$ cat config.mk
export PLATFORM = sky130hd
export DESIGN_NAME = injector_param
export DESIGN_NICKNAME = d
export VERILOG_FILES = /design/src/rtl/injector_param.sv
export SDC_FILE = /design/constraint.sdc
export NUM_CORES = 1
export LEC_CHECK = 0
export CORE_ASPECT_RATIO = 1.2
export CORE_UTILIZATION = 55
export CTS_CLUSTER_SIZE = 28
export DETAILED_ROUTE_END_ITERATION = 7
export PLACE_DENSITY = 0.83
export SETUP_SLACK_MARGIN = 0.3
export SLEW_MARGIN = 5
export SYNTH_ARGS = -nofsm -noshare
export SYNTH_HDL_FRONTEND = slang
export SYNTH_SLANG_ARGS = --single-unit
$ cat constraint.sdc
create_clock -name clk -period 3.85 [get_ports clk]
set_clock_uncertainty 0.1 [all_clocks]
set_input_delay 0.77 -clock clk [delete_from_list [all_inputs] [get_ports clk]]
set_output_delay 0.77 -clock clk [all_outputs]
set_load 0.005 [all_outputs]
$ cat src/rtl/injector_param.sv
// injector_param: synthetic traffic injector for one mesh node.
// Picks a destination by traffic pattern, waits an LFSR-driven gap, then
// issues a registered request/packet and holds it until the downstream grant.
module injector_param #(
    parameter int          MESH_X   = 5,
    parameter int          MESH_Y   = 5,
    parameter int          X_POS    = 1,
    parameter int          Y_POS    = 1,
    parameter int          DIM      = 4,
    parameter int          PID_W    = 10,
    parameter logic [5:0]  ModuleID = 6'b000_000,
    parameter logic [3:0]  GAP_MASK = 4'hF,
    parameter logic [15:0] SEED     = 16'hACE1,
    parameter int          MAX_PKTS = 1023,
    parameter int          HOT_X    = 0,
    parameter int          HOT_Y    = 0
) (
    input  logic                      clk,
    input  logic                      reset,
    input  logic                      Enable,
    input  logic [1:0]                Mode,
    input  logic                      DnStrFull,
    input  logic                      GntDnStr,
    output logic                      ReqDnStr,
    output logic [4*DIM+PID_W+5:0]    PacketOut,
    output logic                      Done,
    output logic [PID_W-1:0]          SentCount
);

    typedef enum logic [2:0] {
        IDLE, PKT_PREP, GAP, SEND_REQ, WAIT_GRANT, DONE
    } state_t;

    // Own coordinates as the source fields carry them (sign bit is always 0).
    localparam logic [DIM-2:0] XP = (DIM-1)'(X_POS);
    localparam logic [DIM-2:0] YP = (DIM-1)'(Y_POS);

    state_t      state;
    logic [15:0] lfsr;
    logic [3:0]  gap;
    logic [2:0]  dst_x, dst_y;

    logic [2:0]  cand_x, cand_y;
    logic        cand_self, cand_in_mesh;
    logic [DIM-1:0] x_field, y_field;
    logic [4*DIM+PID_W+5:0] pkt_next;

    // Magnitude of a signed offset, truncated to the coordinate field.
    function automatic logic [DIM-2:0] mag(input int v);
        int a;
        a = (v < 0) ? -v : v;
        return a[DIM-2:0];
    endfunction

    // Free-running Galois LFSR, x^16+x^14+x^13+x^11+1.
    always_ff @(posedge clk or negedge reset) begin
        if (!reset) lfsr <= SEED;
        else        lfsr <= {1'b0, lfsr[15:1]} ^ (lfsr[0] ? 16'hB400 : 16'h0000);
    end

    // Destination candidate for the current mode and its legality.
    always_comb begin
        cand_x = 3'(HOT_X);
        cand_y = 3'(HOT_Y);
        case (Mode)
            2'd0: begin cand_x = lfsr[6:4];              cand_y = lfsr[10:8]; end
            2'd1: begin cand_x = 3'(Y_POS);              cand_y = 3'(X_POS); end
            2'd2: begin cand_x = 3'(MESH_X - 1 - X_POS); cand_y = 3'(MESH_Y - 1 - Y_POS); end
            default: ;
        endcase
        cand_self    = (cand_x == 3'(X_POS)) && (cand_y == 3'(Y_POS));
        cand_in_mesh = (int'(cand_x) < MESH_X) && (int'(cand_y) < MESH_Y);
    end

    // Offset encoding of the latched destination: east positive on x, north
    // (negative dy) flagged on y; a zero offset yields an all-zero field.
    always_comb begin
        int dx, dy;
        dx = int'(dst_x) - X_POS;
        dy = int'(dst_y) - Y_POS;
        x_field  = {(dx > 0), mag(dx)};
        y_field  = {(dy < 0), mag(dy)};
        pkt_next = {x_field, y_field, 1'b0, XP, 1'b0, YP,
                    SentCount + PID_W'(1), ModuleID};
    end

    // Injection FSM with registered request, packet, done and grant count.
    always_ff @(posedge clk or negedge reset) begin
        if (!reset) begin
            state     <= IDLE;
            ReqDnStr  <= 1'b0;
            PacketOut <= '0;
            Done      <= 1'b0;
            SentCount <= '0;
            gap       <= '0;
            dst_x     <= '0;
            dst_y     <= '0;
        end else begin
            case (state)
                IDLE: begin
                    if (int'(SentCount) >= MAX_PKTS) begin
                        state <= DONE;
                        Done  <= 1'b1;
                    end else if (Enable) begin
                        state <= PKT_PREP;
                    end
                end
                PKT_PREP: begin
                    if (Mode == 2'd0) begin
                        // Random mode keeps resampling until it hits a legal node.
                        if (cand_in_mesh && !cand_self) begin
                            dst_x <= cand_x;
                            dst_y <= cand_y;
                            gap   <= lfsr[3:0] & GAP_MASK;
                            state <= GAP;
                        end
                    end else if (cand_self) begin
                        // Deterministic pattern maps onto ourselves: nothing to send.
                        state <= DONE;
                        Done  <= 1'b1;
                    end else begin
                        dst_x <= cand_x;
                        dst_y <= cand_y;
                        gap   <= lfsr[3:0] & GAP_MASK;
                        state <= GAP;
                    end
                end
                GAP: begin
                    if (gap == 4'd0) state <= SEND_REQ;
                    else             gap   <= gap - 4'd1;
                end
                SEND_REQ: begin
                    if (!DnStrFull) begin
                        ReqDnStr  <= 1'b1;
                        PacketOut <= pkt_next;
                        state     <= WAIT_GRANT;
                    end
                end
                WAIT_GRANT: begin
                    if (GntDnStr) begin
                        ReqDnStr  <= 1'b0;
                        SentCount <= SentCount + PID_W'(1);
                        state     <= IDLE;
                    end
                end
                DONE: begin
                    Done     <= 1'b1;
                    ReqDnStr <= 1'b0;
                end
                default: state <= IDLE;
            endcase
        end
    end

endmodule

## After elaboration in Yosys (flattened, before gate mapping)

Cells that the tools add are included.

- Register bits after elaboration: 61
- Output and inout bits: 44
- Logic and storage cells: 94

- Add/sub/neg operators: 6
- Order comparisons: 6
- Equality and inequality tests: 21
- Multiplexer cells: 32
- Bitwise logic cells: 3
- Reductions and logical operators: 17

Operator list:

| kind | count |
|---|---|
| 2-to-1 mux 3 bit | 16 |
| case mux 3 bit (3 select lines) | 2 |
| case mux 3 bit (6 select lines) | 1 |
| 2-to-1 mux 16 bit | 1 |
| 2-to-1 mux 4 bit | 4 |
| XOR 15 x 16 -> 16 bit | 1 |
| != test 2 bit (second input constant) | 7 |
| adder 10 x 1 -> 10 bit (second input constant) | 1 |
| greater-or-equal comparator 10 bit (second input constant) | 1 |
| == test 3 x 1 -> 1 bit (second input constant) | 3 |
| != test 3 bit (second input constant) | 3 |
| < comparator 4 x 1 -> 1 bit (second input constant) | 2 |
| case mux 4 bit (2 select lines) | 1 |
| AND reduction 4 bit | 2 |
| subtractor 3 x 1 -> 4 bit (second input constant) | 2 |
| == test 3 x 2 -> 1 bit (second input constant) | 2 |
| == test 3 bit (second input constant) | 2 |
| < comparator 3 bit (second input constant) | 2 |
| negation 3 bit | 2 |
| case mux 1 bit (3 select lines) | 2 |
| AND reduction 3 bit | 2 |
| AND reduction 6 bit | 1 |
| nonzero test 3 bit | 2 |
| 2-to-1 mux 1 bit | 5 |
| 13 further kinds | 18 |

## Logic depth before layout (Yosys ltp)

Gate-level depths: netlist of the first run.

- Depth after elaboration: 9
- Gate-level depth with buffers: 10
- Gate-level depth less buffers: 8

## Worst setup path before layout of the first run

OpenSTA, ideal clock, no wires.

- Path type: input-to-reg
- Start point: input port Mode[0]
- End point: register dst_x[2]
- Library setup time: 0.125 ns
- Arrival time: 2.396 ns
- Data required time: 3.625 ns
- Path slack: 1.229 ns
- Stages on the path: 9
- Cells stage by stage: inv_1 -> ha_1 -> a21oi_1 -> a2111oi_2 -> o211a_1 -> or2_1 -> buf_4 -> nor2_4 -> mux2_4

- Word-level cells in the longest chain between the ends: 8
- Elaborated cells between the ends (all ways): 19
- Classes of those cells: 2 x order compare; 6 x eq/ne; 5 x mux; 6 x reduce/logical

Ends and longest elaborated chain:

| what | line | RTL |
|---|---|---|
| start: declaration | 21 | `input logic [1:0] Mode,` |
| branches (longest 8 deep; another with < comparator 3 bit) | - |  |
| end signal: assignment | 112 | `dst_x <= cand_x;` |
| end signal: assignment | 122 | `dst_x <= cand_x;` |
| end: declaration | 41 | `logic [2:0] dst_x, dst_y;` |

Parallel ways; which one is timed is not known. The select of a mux whose other input is x is not followed.
A chain may end at the register's enable or synchronous reset.

## Worst setup path in the final report of the first run

- Start point: input port Mode[1]
- End point: register dst_x[2]

Same word-level chain as after synthesis.

==> impl_metrics.tcl, run 1 <==
set metrics [dict create \
    drv_cap 0 \
    grt_pass1_vias 1874 \
    coreArea_um2 5010 \
    numCtsBuffers 9 \
    clk_latency_ns 0.35 \
    start_util 0.582 \
    arrival_ns 3.15 \
    outcome "finished, final reports clean" \
    gp_congestion 0.818 \
    synthArstFlopShare 1.00 \
    dieArea_um2 5590 \
    grt_pass1_wl_um 8570 \
    post_cts_resized 0 \
    drtPass1Iterations 4 \
    htreeDepth 3 \
    post_drt_wl_per_cell_um 13.8 \
    crit_chain "clkdlybuf4s50_1, inv_1, ha_1, a21oi_1, a2111oi_2, o211a_1, or2_1, nor2_4, mux2_4" \
    hp-class "reg2reg" \
    cpPeakStageDelay_ns 0.55 \
    postLayoutCoreUtil 0.693 \
    nets 333 \
    antenna_found_initial 0 \
    route.detailed.drc 0 \
    path_class "in2reg" \
    post-place-cells 367 \
    path_buf_inv 2 \
    stdcell_count 383 \
    path_clk_slew_ns 0.07 \
    path_delay_family "compound AO/OA/AOI/OAI gates" \
    power-per-cell-area_nw_per_um2 688 \
    seq_area_frac_synth 0.519 \
    period_share 0.782 \
    crit_path_max_fanout 8 \
    min_period_ns 3.01 \
    ant_nets 0 \
    pin_count 51 \
    netlist_instances 280 \
    routed-via-count 2037 \
    grt_max_degree 50 \
    dp_hpwl_um 3560 \
    die_h_um 81.7 \
    syn2layout_area_growth_pct 19.1 \
    crit_required_ns 3.99 \
    cts-root-buf "clkbuf_8" \
    wirelength_um 5280 \
    grt_overflow 0 \
    drive_above_1_share 0.136 \
    port_buffers 38 \
    max_slew_margin 0.314 \
    slowest_stage "clkdlybuf4s50_1" \
    cts_hold_buffers 0 \
    grt_setup_unrepaired "no" \
    syn_area_per_cell_um2 10.4 \
    worstMarginPinSlew_ns 1.03 \
    p_leak_nw 1.56 \
    synth_cell_types 53 \
    hold_viol 0 \
    drv_slew 0 \
    viasPerCell 5.32 \
    yosysWarnings 0 \
    cts_max_path_buffers 2 \
    syn_area_um2 2910 \
    synthFlopType "dfrtp_1" \
    grtUsageTotal 0.215 \
    cts_tree "yes" \
    ys_ff_latch 60 \
    synth_edf_count 0 \
    cp-start-kind "input port" \
    cts_post_setup_buffers_inserted 0 \
    setup-tns-final_ns 0 \
    crit_path_end_kind "register" \
    row_count 28 \
    chipWidth_um 68.4 \
    vdd_drop_max_v 0.000439 \
    first_iter_violations 112 \
    max_freq_ghz 0.332 \
    finalSetupViolations 0 \
    antenna_cells 0 \
    clock-sinks 60 \
]
==> report_power, final <==
group,total (W),switching [W],internal (W)
logic,0.000859,0.000398,0.000461
registers,0.000941,0.000147,0.000794
clock network,0.000589,0.000254,0.000335
==> layout by cell type, fill, tap and decap left out, types with 5 or more instances in the layout <==
| cell type | synthesis | layout |
|---|---|---|
| inv_1 | 10 | 10 |
| clkbuf_8 | 0 | 11 |
| o21ai_0 | 25 | 25 |
| nand2_1 | 36 | 36 |
| xnor2_1 | 10 | 10 |
| a21oi_1 | 11 | 11 |
| conb_1 | 1 | 12 |
| dfstp_2 | 8 | 8 |
| nor2_1 | 15 | 15 |
| dfrtp_1 | 52 | 52 |
| clkdlybuf4s50_1 | 0 | 37 |
| nand3_1 | 10 | 10 |
| ha_1 | 8 | 8 |
| xor2_1 | 15 | 15 |
| nor3_1 | 5 | 5 |
==> cells by family (layout without fill, tap and decap cells) <==
family | Yosys count | in the layout | share of synthesized area
multiplexers | 4 | 4 | 0.0176
XOR/XNOR | 25 | 25 | 0.0751
adder cells (fa/ha/maj) | 8 | 8 | 0.0344
AO/OA/AOI/OAI | 62 | 62 | 0.144
AND/OR/NAND/NOR | 87 | 87 | 0.144
buffers and inverters | 33 | 65 | 0.0653
flip-flops | 60 | 60 | 0.519
other | 1 | 12 | 0.00129
==> worst register-to-register path, cell delays in order (launching register included) <==
cell     delay [ns]
dfrtp_1        0.45
ha_1           0.24
nand3_1        0.15
nor2_1         0.30
nand3_1        0.20
a31o_2         0.32
o41ai_1        0.29
==> metrics by stage <==
| step | total power [W] | hold slack (ns) | setup slack, ns | cell area [um^2] |
|---|---|---|---|---|
| detailed placement | 0.00180 | 0.239 | 0.487 | 3260 |
| CTS | 0.00240 | 0.261 | 0.865 | 3470 |
| global placement | 0.00177 | 0.239 | 0.582 | 3260 |
| global route | 0.00257 | 0.262 | 0.655 | 3470 |
| floorplan | 0.00148 | 0.233 | 1.23 | 2960 |
| finish | 0.00239 | 0.259 | 0.838 | 3470 |
==> final cells by class <==
type                            count  area (um^2)
Fill cell                         377         1540
Sequential cell                    60         1510
Multi-Input combinational cell    198         1250
Timing Repair Buffer               39          383
Clock buffer                       11          151
Tap cell                           60         75.1
Clock inverter                      5         58.8
Inverter                           10         37.5
==> cell usage after synthesis (2+ instances only) <==
| cell | count | area, um^2 |
|---|---|---|
| buf_4 | 15 | 113 |
| or2_2 | 3 | 18.8 |
| nand2_1 | 36 | 135 |
| a31o_2 | 2 | 17.5 |
| nand3_1 | 10 | 50.1 |
| o31ai_1 | 2 | 15.0 |
| o211ai_1 | 2 | 15.0 |
| xor2_1 | 15 | 131 |
| xnor2_1 | 10 | 87.6 |
| dfrtp_1 | 52 | 1300 |
| inv_1 | 10 | 37.5 |
| and3_1 | 2 | 12.5 |
| buf_2 | 2 | 10.0 |
| nand2b_1 | 2 | 12.5 |
| nor2_1 | 15 | 56.3 |
| a21oi_1 | 11 | 55.1 |
| o21ai_0 | 25 | 125 |
| o41ai_1 | 3 | 26.3 |
| mux2_4 | 2 | 30.0 |
| o21bai_1 | 2 | 15.0 |
| nor3_1 | 5 | 25.0 |
| clkbuf_1 | 5 | 18.8 |
| and2_1 | 2 | 12.5 |
| ha_1 | 8 | 100 |
| dfstp_2 | 8 | 210 |
| o21a_1 | 2 | 15.0 |
| nor2b_1 | 3 | 18.8 |
==> layer usage <==
layer  part of all wire  track usage
met1               0.44        0.250
met2               0.49        0.344
met3              0.046       0.0750
met4              0.023        0.113
met5                  0            0
==> worst paths after layout <==
kind | start | end | slack [ns] | cells after the start
setup / recovery | Mode[1] | dst_x[2]$_DFFE_PN0P_ | 0.84 | 9
hold / removal | lfsr[7]$_DFF_PN1_ | lfsr[6]$_DFF_PN1_ | 0.26 | 0
setup reg to reg | SentCount[0]$_DFFE_PN0P_ | state[0]$_DFFE_PN0P_ | 1.69 | 6
hold reg to reg | lfsr[7]$_DFF_PN1_ | lfsr[6]$_DFF_PN1_ | 0.26 | 0
max in group asynchronous | reset | SentCount[4]$_DFFE_PN0P_ | 2.41 | 2
min in group asynchronous | reset | PacketOut[30]$_DFFE_PN0P_ | 0.50 | 1
==> state kept, by name, summed over array words and instances (netlist names) <==
register,count
dst_x,3
ReqDnStr,1
dst_y,3
PacketOut,19
SentCount,10
lfsr,16
gap,4
state,3
Done,1
(Power assumes the default switching activity.)
==> run 2, diff against run 1 <==
- CORE_UTILIZATION: 55 -> 52
- PLACE_DENSITY: 0.83 -> 0.79
- clock period: 3.85 -> 2.8 ns (I/O delays scaled with it)
==> run 2 against run 1 <==
Wire length is 4.9% higher. Clock-buffer cell count stayed put. Flip-flop and latch count stayed put. Cell area is 4.4% higher.
==> impl_metrics.tcl, run 2 (same netlist as run 1, synthesis figures left out) <==
set metrics [dict create \
    post-place-cells 380 \
    reg_top3 "PacketOut: 19 flops, lfsr: 16 flops, SentCount: 10 flops" \
    cts-root-buf "clkbuf_8" \
    vdd_drop_max_v 0.000427 \
    final_cell_mix "dfrtp_1, clkdlybuf4s50_1, nand2_1, o21ai_0" \
    path_delay_family "compound AO/OA/AOI/OAI gates" \
    cpPeakStageDelay_ns 0.48 \
    dp_hpwl_um 3750 \
    crit_required_ns 2.91 \
    max_slew_margin 0.543 \
    numCtsBuffers 9 \
    crit_chain "clkdlybuf4s50_1, inv_1, ha_4, a21oi_4, a2111oi_4, o211a_1, or2_4, buf_4, o21ai_1, o41ai_2" \
    max_freq_ghz 0.413 \
    clk_latency_ns 0.33 \
    post_drt_wl_per_cell_um 14.0 \
    cts_max_path_buffers 2 \
    setup-tns-final_ns 0 \
    power-per-cell-area_nw_per_um2 901 \
    hp-class "in2async" \
    p_seq_frac 0.396 \
    ant_nets 0 \
    port_buffers 38 \
    cp-start-kind "input port" \
    chipWidth_um 70.3 \
    clkPwrFrac 0.222 \
    pin_count 51 \
    p_switching_w 0.00108 \
    grt_max_degree 35 \
    dieArea_um2 5910 \
    cts_post_setup_buffers_inserted 0 \
    gp_congestion 0.833 \
    swShare 0.332 \
    nets 344 \
    syn2layout_area_growth_pct 24.3 \
    holdWs_ns 0.167 \
    largest_register "PacketOut" \
    grt_pass1_wl_um 9140 \
    drive_above_1_share 0.189 \
    drv_slew 0 \
    drv_cap 0 \
    coreArea_um2 5330 \
    start_util 0.546 \
    grt_pass1_vias 2029 \
    period_share 0.864 \
    stdcell_count 396 \
    grt_overflow 0 \
    min_period_ns 2.42 \
    die_h_um 84.0 \
    outcome "finished, final reports clean" \
    slowest_stage "clkdlybuf4s50_1" \
    viasPerCell 5.29 \
    hold_viol 0 \
    comb_power_share 0.381 \
    route.detailed.drc 0 \
    p_int_w 0.00218 \
    arrival_ns 2.53 \
    antenna_cells 0 \
    path_class "in2reg" \
    antenna_found_initial 0 \
    clock-sinks 60 \
    largest_reg_flops 19 \
    worstMarginPinSlew_ns 0.686 \
    wirelength_um 5530 \
    crit_path_max_fanout 7 \
    crit_path_end_kind "register" \
    cts_tree "yes" \
    p_leak_nw 1.63 \
    row_count 29 \
    routed-via-count 2095 \
    path_clk_slew_ns 0.07 \
    drtPass1Iterations 4 \
    final_common_cell "dfrtp_1" \
    htreeDepth 3 \
    finalSetupViolations 0 \
    grt_setup_unrepaired "no" \
    first_iter_violations 180 \
    path_buf_inv 3 \
    grtUsageTotal 0.198 \
]
## run 2: worst register-to-register path: stages (launching register included)
cell	delay, ns
dfrtp_1	0.45
ha_1	0.24
nand3_1	0.16
nor2_1	0.34
nand3_1	0.22
a31o_2	0.33
o21ai_0	0.20
o41ai_2	0.10
## run 2: final cells by class
class	count	area [um^2]
clock inverter	5	52.6
fill	395	1710
inverter	10	37.5
clock buffer	11	131
timing repair buffer	50	478
sequential	60	1510
tap	62	77.6
multi-input combinational	198	1340
## run 2: repair_timing
action | in CTS | in global routing
gates resized for setup | 3 | 14
hold buffers | 0 | 0
pin swaps | 0 | 1
gates cloned | 0 | 0
endpoints found under the setup margin | 6 | 12
## run 2: layer usage
metal	share of wire	GRT usage
met1	0.44	0.241
met2	0.50	0.328
met3	0.046	0.0580
met4	0.016	0.0745
met5	0	0
## run 2: final timing paths
path / depth (start not counted) / slack [ns] / end / start
setup / recovery: 10 / 0.38 / dst_y[0]$_DFFE_PN0P_ / Mode[0]
hold / removal: 1 / 0.17 / PacketOut[24]$_DFFE_PN0P_ / reset
setup reg to reg: 7 / 0.54 / state[0]$_DFFE_PN0P_ / SentCount[0]$_DFFE_PN0P_
hold reg to reg: 0 / 0.26 / lfsr[6]$_DFF_PN1_ / lfsr[7]$_DFF_PN1_
max in group asynchronous: 2 / 1.76 / lfsr[5]$_DFF_PN1_ / reset
min in group clk: 0 / 0.26 / lfsr[6]$_DFF_PN1_ / lfsr[7]$_DFF_PN1_
## run 2: power groups by stage
stage          clock [W]  combinational [W]  sequential [W]
3_5_place_dp           0            0.00121         0.00131
6_report        0.000726            0.00124         0.00129
5_1_grt         0.000780            0.00138         0.00134
3_3_place_gp           0            0.00117         0.00130
2_1_floorplan          0           0.000781         0.00126
4_1_cts         0.000737            0.00122         0.00130
## run 2: metrics by stage
step                cell area [um^2]  total power [W]  setup WS, ns   util
finish                          3620          0.00326         0.381  0.679
detailed placement              3360          0.00252        -0.136  0.630
global placement                3360          0.00246       -0.0366  0.630
floorplan                       2960          0.00204         0.389      -
global route                    3620          0.00350         0.266  0.679
CTS                             3550          0.00325         0.304  0.666
